===== src/rtl/decomp_fetch_ctrl.sv =====
`default_nettype none
// +----------------------------------------------------------------------------+
// | Module      : decomp_fetch_ctrl                                            |
// | Description : Scanout fetch/pop sequencer for the 3-byte-to-4-pixel        |
// |               decompositor, with underrun flag and line/frame tracking.    |
// | Revision    : 1.0 - initial release                                        |
// +----------------------------------------------------------------------------+
module decomp_fetch_ctrl #(
  parameter int ADDR_WIDTH   = 16,
  parameter int PIX_PER_LINE = 640,
  parameter int LINES        = 480
) (
  input  logic                  Clk,
  input  logic                  Reset,
  input  logic                  FrameStart,
  input  logic                  LineStart,
  input  logic                  PixTick,
  output logic                  MemRd,
  output logic [ADDR_WIDTH-1:0] MemAddr,
  input  logic                  MemValid,
  input  logic                  DecFull,
  input  logic                  DecEmpty,
  output logic                  DecWr,
  output logic                  DecRd,
  output logic                  DecFlush,
  output logic                  LineDone,
  output logic                  Underrun,
  output logic                  Busy
);

  localparam int c_BYTES = PIX_PER_LINE * 3 / 4;
  localparam int c_BCW   = $clog2(c_BYTES + 1);
  localparam int c_PCW   = $clog2(PIX_PER_LINE + 1);
  localparam int c_LCW   = $clog2(LINES + 1);

  localparam logic [c_BCW-1:0]      c_BYTES_CNT = c_BCW'(c_BYTES);
  localparam logic [c_BCW-1:0]      c_BYTE_ONE  = c_BCW'(1);
  localparam logic [c_PCW-1:0]      c_PIX_CNT   = c_PCW'(PIX_PER_LINE);
  localparam logic [c_PCW-1:0]      c_PIX_ONE   = c_PCW'(1);
  localparam logic [c_LCW-1:0]      c_LAST_LINE = c_LCW'(LINES - 1);
  localparam logic [c_LCW-1:0]      c_LINE_ONE  = c_LCW'(1);
  localparam logic [ADDR_WIDTH-1:0] c_STRIDE    = ADDR_WIDTH'(c_BYTES);
  localparam logic [ADDR_WIDTH-1:0] c_ADDR_ONE  = ADDR_WIDTH'(1);

  typedef enum logic [1:0] {
    S_IDLE      = 2'd0,
    S_WAIT_LINE = 2'd1,
    S_ACTIVE    = 2'd2,
    S_LINE_END  = 2'd3
  } state_t;

  state_t                  r_state;
  state_t                  w_stateNext;
  logic [ADDR_WIDTH-1:0]   r_memAddr;
  logic [ADDR_WIDTH-1:0]   r_lineBase;
  logic [c_BCW-1:0]        r_byteCnt;
  logic [c_PCW-1:0]        r_pixCnt;
  logic [c_LCW-1:0]        r_lineCnt;
  logic                    r_outstanding;
  logic                    r_underrun;

  logic w_active;
  logic w_abandon;
  logic w_kill;
  logic w_validHit;
  logic w_issue;
  logic w_pixSlot;
  logic w_lineComplete;
  logic w_lineBegin;

  // Reset, FrameStart and an abandoning LineStart all suppress every datapath action.
  assign w_active       = (r_state == S_ACTIVE);
  assign w_abandon      = w_active && LineStart && !FrameStart && !Reset;
  assign w_kill         = Reset || FrameStart || w_abandon;
  assign w_validHit     = MemValid && r_outstanding && !w_kill;
  assign w_issue        = w_active && !w_kill && (!r_outstanding || w_validHit) &&
                          !DecFull && (r_byteCnt < c_BYTES_CNT);
  assign w_pixSlot      = w_active && !w_kill && PixTick && (r_pixCnt < c_PIX_CNT);
  assign w_lineComplete = w_active && !w_kill && (r_byteCnt == c_BYTES_CNT) &&
                          (r_pixCnt == c_PIX_CNT);
  assign w_lineBegin    = (r_state == S_WAIT_LINE) && LineStart;

  assign MemAddr  = r_memAddr;
  assign Underrun = r_underrun;

  always_ff @(posedge Clk) begin
    if (Reset) begin
      r_state <= S_IDLE;
    end else begin
      r_state <= w_stateNext;
    end
  end

  always_comb begin
    w_stateNext = r_state;
    MemRd       = w_issue;
    DecWr       = w_validHit;
    DecRd       = w_pixSlot && !DecEmpty;
    DecFlush    = !Reset && (FrameStart || w_abandon);
    LineDone    = 1'b0;
    Busy        = 1'b0;
    case (r_state)
      S_IDLE:      w_stateNext = S_IDLE;
      S_WAIT_LINE: if (LineStart) w_stateNext = S_ACTIVE;
      S_ACTIVE: begin
        Busy = !Reset;
        if (w_lineComplete) w_stateNext = S_LINE_END;
      end
      S_LINE_END: begin
        LineDone    = !Reset;
        w_stateNext = (r_lineCnt == c_LAST_LINE) ? S_IDLE : S_WAIT_LINE;
      end
      default:     w_stateNext = S_IDLE;
    endcase
    if (FrameStart) w_stateNext = S_WAIT_LINE;
  end

  always_ff @(posedge Clk) begin
    if (Reset || FrameStart) begin
      r_memAddr     <= '0;
      r_lineBase    <= '0;
      r_byteCnt     <= '0;
      r_pixCnt      <= '0;
      r_lineCnt     <= '0;
      r_outstanding <= 1'b0;
      r_underrun    <= 1'b0;
    end else if (w_abandon) begin
      // Skip the rest of the abandoned line; any read still in flight is orphaned.
      r_lineBase    <= r_lineBase + c_STRIDE;
      r_memAddr     <= r_lineBase + c_STRIDE;
      r_byteCnt     <= '0;
      r_pixCnt      <= '0;
      r_outstanding <= 1'b0;
      r_underrun    <= 1'b1;
    end else begin
      if (w_lineBegin) begin
        r_byteCnt <= '0;
        r_pixCnt  <= '0;
      end
      if (w_issue) begin
        r_memAddr     <= r_memAddr + c_ADDR_ONE;
        r_byteCnt     <= r_byteCnt + c_BYTE_ONE;
        r_outstanding <= 1'b1;
      end else if (w_validHit) begin
        r_outstanding <= 1'b0;
      end
      if (w_pixSlot) begin
        r_pixCnt <= r_pixCnt + c_PIX_ONE;
        if (DecEmpty) r_underrun <= 1'b1;
      end
      if (w_lineComplete) r_lineBase <= r_lineBase + c_STRIDE;
      if (r_state == S_LINE_END) r_lineCnt <= r_lineCnt + c_LINE_ONE;
    end
  end

endmodule
`default_nettype wire


===== config.mk =====
export PLATFORM = sky130hd
export DESIGN_NAME = decomp_fetch_ctrl
export DESIGN_NICKNAME = d
export VERILOG_FILES = /design/src/rtl/decomp_fetch_ctrl.sv
export SDC_FILE = /design/constraint.sdc
export NUM_CORES = 1
export LEC_CHECK = 0
export CAP_MARGIN = 25
export CORE_ASPECT_RATIO = 1.25
export CORE_MARGIN = 4
export CORE_UTILIZATION = 60
export DETAILED_ROUTE_END_ITERATION = 8
export GPL_TIMING_DRIVEN = 0
export PLACE_DENSITY = 0.91
export SLEW_MARGIN = 20
export SYNTH_ARGS = -nofsm -noshare
export SYNTH_HDL_FRONTEND = slang
export SYNTH_SLANG_ARGS = --single-unit

===== constraint.sdc =====
create_clock -name Clk -period 3.67 [get_ports Clk]
set_input_delay 0.367 -clock Clk [delete_from_list [all_inputs] [get_ports Clk]]
set_output_delay 0.367 -clock Clk [all_outputs]
set_load 0.01 [all_outputs]

---- Word-level counts from Yosys, hierarchy flattened ----
Cells that the tools add are included.
storage, ports and cells
  bits in registers ....................... 64
  word-level logic and storage cells ...... 87
operators by class
  add/sub/neg operators ................... 5
  $lt $le $gt $ge ......................... 2
  equality and inequality tests ........... 10
  multiplexer cells ....................... 20
  bitwise operators ....................... 1
  reductions and logical operators ........ 40
operators with widths
  cell                                                 number
  2-to-1 mux 16 bit                                    4
  2-to-1 mux 10 bit                                    2
  adder 9 x 1 -> 9 bit (second input constant)         2
  == test 9 bit (second input constant)                2
  2-to-1 mux 9 bit                                     2
  adder 16 x 1 -> 16 bit (second input constant)       1
  adder 16 x 9 -> 16 bit (second input constant)       1
  logical AND 1 bit                                    16
  nonzero test 2 bit                                   7
  adder 10 x 1 -> 10 bit (second input constant)       1
  == test 10 bit (second input constant)               1
  less-than comparator 10 bit (second input constant)  1
  less-than comparator 9 bit (second input constant)   1
  2-to-1 mux 1 bit                                     9
  case mux 2 bit (4 select lines)                      1
  AND reduction 2 bit                                  4
  logical NOT 1 bit                                    6
  == test 2 bit (second input constant)                2
  logical OR 1 bit                                     4
  2-to-1 mux 2 bit                                     2
  OR reduction 2 bit                                   2
  != test 3 x 2 -> 1 bit (second input constant)       1
  != test 3 bit (second input constant)                1
  == test 2 x 1 -> 1 bit (second input constant)       1
  4 further kinds                                      4

---- Depth between registers and ports, before layout ----
  word-level depth ........................ 13
  depth in mapped cells ................... 9
  depth with buffers taken out ............ 8

---- Least setup slack after synthesis ----
Ideal clock, no wire load.
  path kind ............................... reg-to-reg
  start point ............................. register r_state[0]
  end point ............................... register r_lineBase[9]
  library setup time ...................... 133 ps
  arrival time ............................ 1782 ps
  data required time ...................... 3537 ps
  slack ................................... 1755 ps
  cell stages (with the launch flop) ...... 10
  period minus slack after synthesis ...... 1915 ps
  cells stage by stage .................... dfxtp_1 -> inv_1 -> ha_1 -> nor4b_4 -> and4b_1 -> a21oi_1 -> buf_2 -> buf_2 -> o211ai_1 -> o31ai_1
on the way
  longest elaborated chain between the ends .. 10
  elaborated cells on any way between the ends .. 11
ends and longest elaborated chain
  element                              line  text
  start: declaration                   52    state_t r_state;
  start signal: assignment             90    r_state <= w_stateNext;
  == test 2 bit (*)                    72    assign w_active = (r_state == S_ACTIVE);
  logical AND 1 bit (3 in series)      73    assign w_abandon = w_active && LineStart && !FrameStart && !Reset;
  logical OR 1 bit                     74    assign w_kill = Reset || FrameStart || w_abandon;
  logical NOT 1 bit                    79    assign w_lineComplete = w_active && !w_kill && (r_byteCnt == c_BYTES_CNT) &&
  logical AND 1 bit (3 in series)      79
  nonzero test 2 bit (no source line)  --
  end signal: assignment               129   r_lineBase <= r_lineBase + c_STRIDE;
  end signal: assignment               151   if (w_lineComplete) r_lineBase <= r_lineBase + c_STRIDE;
  end: declaration                     55    logic [ADDR_WIDTH-1:0] r_lineBase;
Mark *: on every way between the ends. The rest lies on a longest branch, timed or not.
A chain may end at the register's enable or synchronous reset.

---- Worst setup path in the final report ----
  start point ............................. register r_state[0]
  end point ............................... output MemRd
on the way
  longest elaborated chain between the ends .. 11
  elaborated cells on any way between the ends .. 12
ends and longest elaborated chain
  element                              line    text
  == test 2 bit (*)                    72
  logical AND 1 bit (3 in series)      73
  logical OR 1 bit                     74
  logical NOT 1 bit                    75, 76
  logical AND 1 bit                    75      assign w_validHit = MemValid && r_outstanding && !w_kill;
  logical OR 1 bit                     76      assign w_issue = w_active && !w_kill && (!r_outstanding || w_validHit) &&
  logical AND 1 bit (*) (2 in series)  76
  logical AND 1 bit (*)                77      !DecFull && (r_byteCnt < c_BYTES_CNT);
  end: declaration                     18      output logic MemRd,
Marks and branches as above.

==> results.py <==
metrics = {
    "critical_path": {
        "startpoint_type": "register",
        "cp-end-kind": "output port",
        "reg2reg_depth": 9,
        "path_depth": 8,
        "crit_type": "register to output port",
        "path_delay_family": "buffers and inverters",
        "critical_path_arrival_ns": 2.86,
        "reg2reg_to": "MemAddr[11]",
        "r2r_start": "r_state[0]",
        "worst-path-buf-inv": 5,
        "cp_max_fo": 10,
        "rrSetupSlack_ns": 1.33,
        "cpPeakStageDelay_ns": 0.55,
        "path_cells": "inv_1 > ha_1 > a211oi_2 > nand4_1 > inv_1 > buf_4 > buf_4 > clkdlybuf4s50_1",
        "worstPathRequired_ns": 3.30,
        "cp_slowest_cell": "clkdlybuf4s50_1",
    },
    "synth": {
        "synthFlopType": "dfxtp_1",
        "synth_area_leaders": "dfxtp_1 (38%), a21oi_1 (5.9%), nor2_1 (5.9%)",
        "yosysWarningCount": 0,
        "ys_seq_area_share_pct": 37.9,
        "syn_inst": 379,
        "synth-seq-cells": 59,
        "avgSynthCellArea_um2": 8.22,
        "ys_types": 53,
        "synth_edf_count": 0,
        "synth_top_area_share_pct": 37.9,
        "async_flop_share_pct": 0,
        "synth_area_um2": 3120,
        "synth.largest_area_cell": "dfxtp_1",
        "syn_nets": 397,
    },
    "die": {
        "start_util_pct": 61.8,
        "core-area_um2": 5040,
        "die_w_um": 72.5,
        "dieArea_um2": 6420,
        "die_height_um": 88.6,
        "rows": 29,
        "pin_count": 31,
    },
    "timing": {
        "fmax_mhz": 310,
        "fin_skew_ns": 0.00698,
        "slew_violations": 0,
        "rsz0062_at_grt": "false",
        "final.period_utilization_pct": 87.8,
        "setup_tns_ns": 0,
        "fin_crit_ns": 3.22,
        "hold_viol_final": 0,
        "setup_viol": 0,
        "tightest_slew_ns": 0.634,
        "slew_headroom_pct": 57.1,
    },
    "grt": {
        "grt_pass1_wl_mm": 12.6,
        "grt_max_degree": 11,
        "grt_antenna_before_repair": 0,
        "grt_pass1_vias": 2865,
        "grt_usage_pct": 24.9,
        "grt_overflow_total": 0,
    },
    "finish": {
        "nNetsFinal": 438,
        "multi_input_area_um2": 1800,
        "areaGrowthSynthToFinish_pct": 16.7,
        "antennaDiodeCount": 0,
        "final_cell_mix": "dfxtp_1 (59), nor2_1 (49), a21oi_1 (37)",
        "layout_commonest_cell": "dfxtp_1",
        "num-fill-cells": 394,
        "seqCellArea_um2": 1180,
        "drive_above_1_share_pct": 6.62,
    },
    "route": {
        "drt_iter0_drc": 329,
        "avgRoutedWirePerCell_um": 15.3,
        "drtPass1Iterations": 5,
        "wl_mm": 7.42,
        "drc": 0,
        "vias": 2980,
        "via_per_inst": 6.14,
        "ant_nets": 0,
    },
    "outcome": {
        "outcome": "finished clean",
    },
    "power_and_ir_drop": {
        "power_w": 0.00118,
        "ir_drop_mv": 0.231,
        "leakage_nw": 1.24,
        "p_per_area_nw_per_um2": 325,
    },
    "clock_network": {
        "cts_inserted_buffers": 9,
        "htree_num_levels": 3,
        "post_cts_buffers": 0,
        "cts_resized": 0,
        "cts_buffer_depth": 2,
        "clk_latency_ns": 0.34,
        "cts_tree": "yes",
        "hold_buffers": 0,
        "cts_root_buffer": "clkbuf_8",
        "cts.sinks": 59,
        "clk_pin_slew_ns": 0.06,
    },
    "worst_hold_path": {
        "hold_start": "Underrun",
        "min_path_type": "register to register",
        "min_path_cells": 2,
        "holdPathEnd": "Underrun",
    },
    "placed_design": {
        "gp_congestion": 0.937,
        "place_hpwl_mm": 5.33,
        "io_buffers": 29,
    },
    "job": {
        "timing.max_cap.violations": 0,
    },
}
## sequential cells by signal (all words and copies together), names as in the netlist
name           cells
MemAddr           16
r_pixCnt          10
Underrun           1
r_byteCnt          9
r_state            2
r_lineBase        11
r_outstanding      1
r_lineCnt          9
## cells in the mapped netlist, drive strengths merged, types with 2 or more instances
library cell	number
mux2	2
o211ai	6
a2bb2oi	2
o21a	4
a31oi	5
or3	8
nor3b	5
o41ai	3
and2	2
nor4	2
xnor2	9
o21ai	22
or2	2
ha	10
o31ai	7
buf	10
dfxtp	59
or4	2
nand4b	2
and3	12
xor2	13
and4	2
inv	12
nor4b	2
clkbuf	9
a211oi	4
nand2	20
nor2	50
nor2b	3
nand3b	7
nand4	16
nand3	17
a21oi	37
## metal layers
metal  wire length [µm]  GRT usage [%]
met5                  0              0
met4                 95           10.7
met3                365           5.80
met2               3700           42.6
met1               3260           29.9
## how the worst max path moves through the flow
stage	to	start
after floorplan	r_lineBase[9]	r_state[0]
after detailed placement	MemRd	Reset
after global routing	MemRd	r_state[0]
after CTS	MemRd	r_state[0]
final	MemRd	r_state[0]
after global placement	MemRd	Reset
## logic make-up (layout without fill, tap and decap cells)
group           after synthesis  after routing  synth area share [%]
simple gates                154            154                  26.7
compound gates              100            100                  19.9
flops                        59             59                  37.9
buf+inv                      31             75                  4.26
xor+xnor                     22             22                  6.18
fa+ha+maj                    10             10                  4.02
mux                           3              3                  1.04
## power by group
part / switching (W) / internal, W / leakage, nW
clock: 0.000244 / 0.000232 / 0.0815
sequential: 0.00000271 / 0.000643 / 0.475
combinational: 0.0000370 / 0.0000219 / 0.687
## worst reg2reg max path, cell delays in order (launching register included)
cell	delay, ns
dfxtp_1	0.42
inv_1	0.07
ha_1	0.30
a211oi_2	0.37
nand4_1	0.22
inv_1	0.19
buf_4	0.20
buf_4	0.20
a21oi_1	0.08
o32ai_1	0.21
## metrics by stage
| stage | utilization (%) | instances | instance area (µm²) | hold WS, ns | setup slack, ns |
|---|---|---|---|---|---|
| after CTS | 72.0 | 484 | 3630 | 0.475 | 0.457 |
| after detailed placement | 69.1 | 470 | 3480 | 0.467 | 0.652 |
| after global routing | 72.1 | 485 | 3640 | 0.498 | 0.285 |
| final | 72.1 | 485 | 3640 | 0.475 | 0.446 |
| after floorplan | - | 379 | 3120 | 0.436 | 1.76 |
| after global placement | 69.1 | 470 | 3480 | 0.451 | 0.652 |
## area by class of cell
| cell class | count | share of cell area (%) |
|---|---|---|
| Sequential cell | 59 | 32.5 |
| Multi-Input combinational cell | 289 | 49.6 |
| Tap cell | 62 | 2.13 |
| Clock inverter | 4 | 0.551 |
| Clock buffer | 10 | 3.51 |
| Inverter | 12 | 1.24 |
| Buffer | 19 | 2.41 |
| Timing Repair Buffer | 30 | 8.12 |
Power figures use the tool's default switching activity.
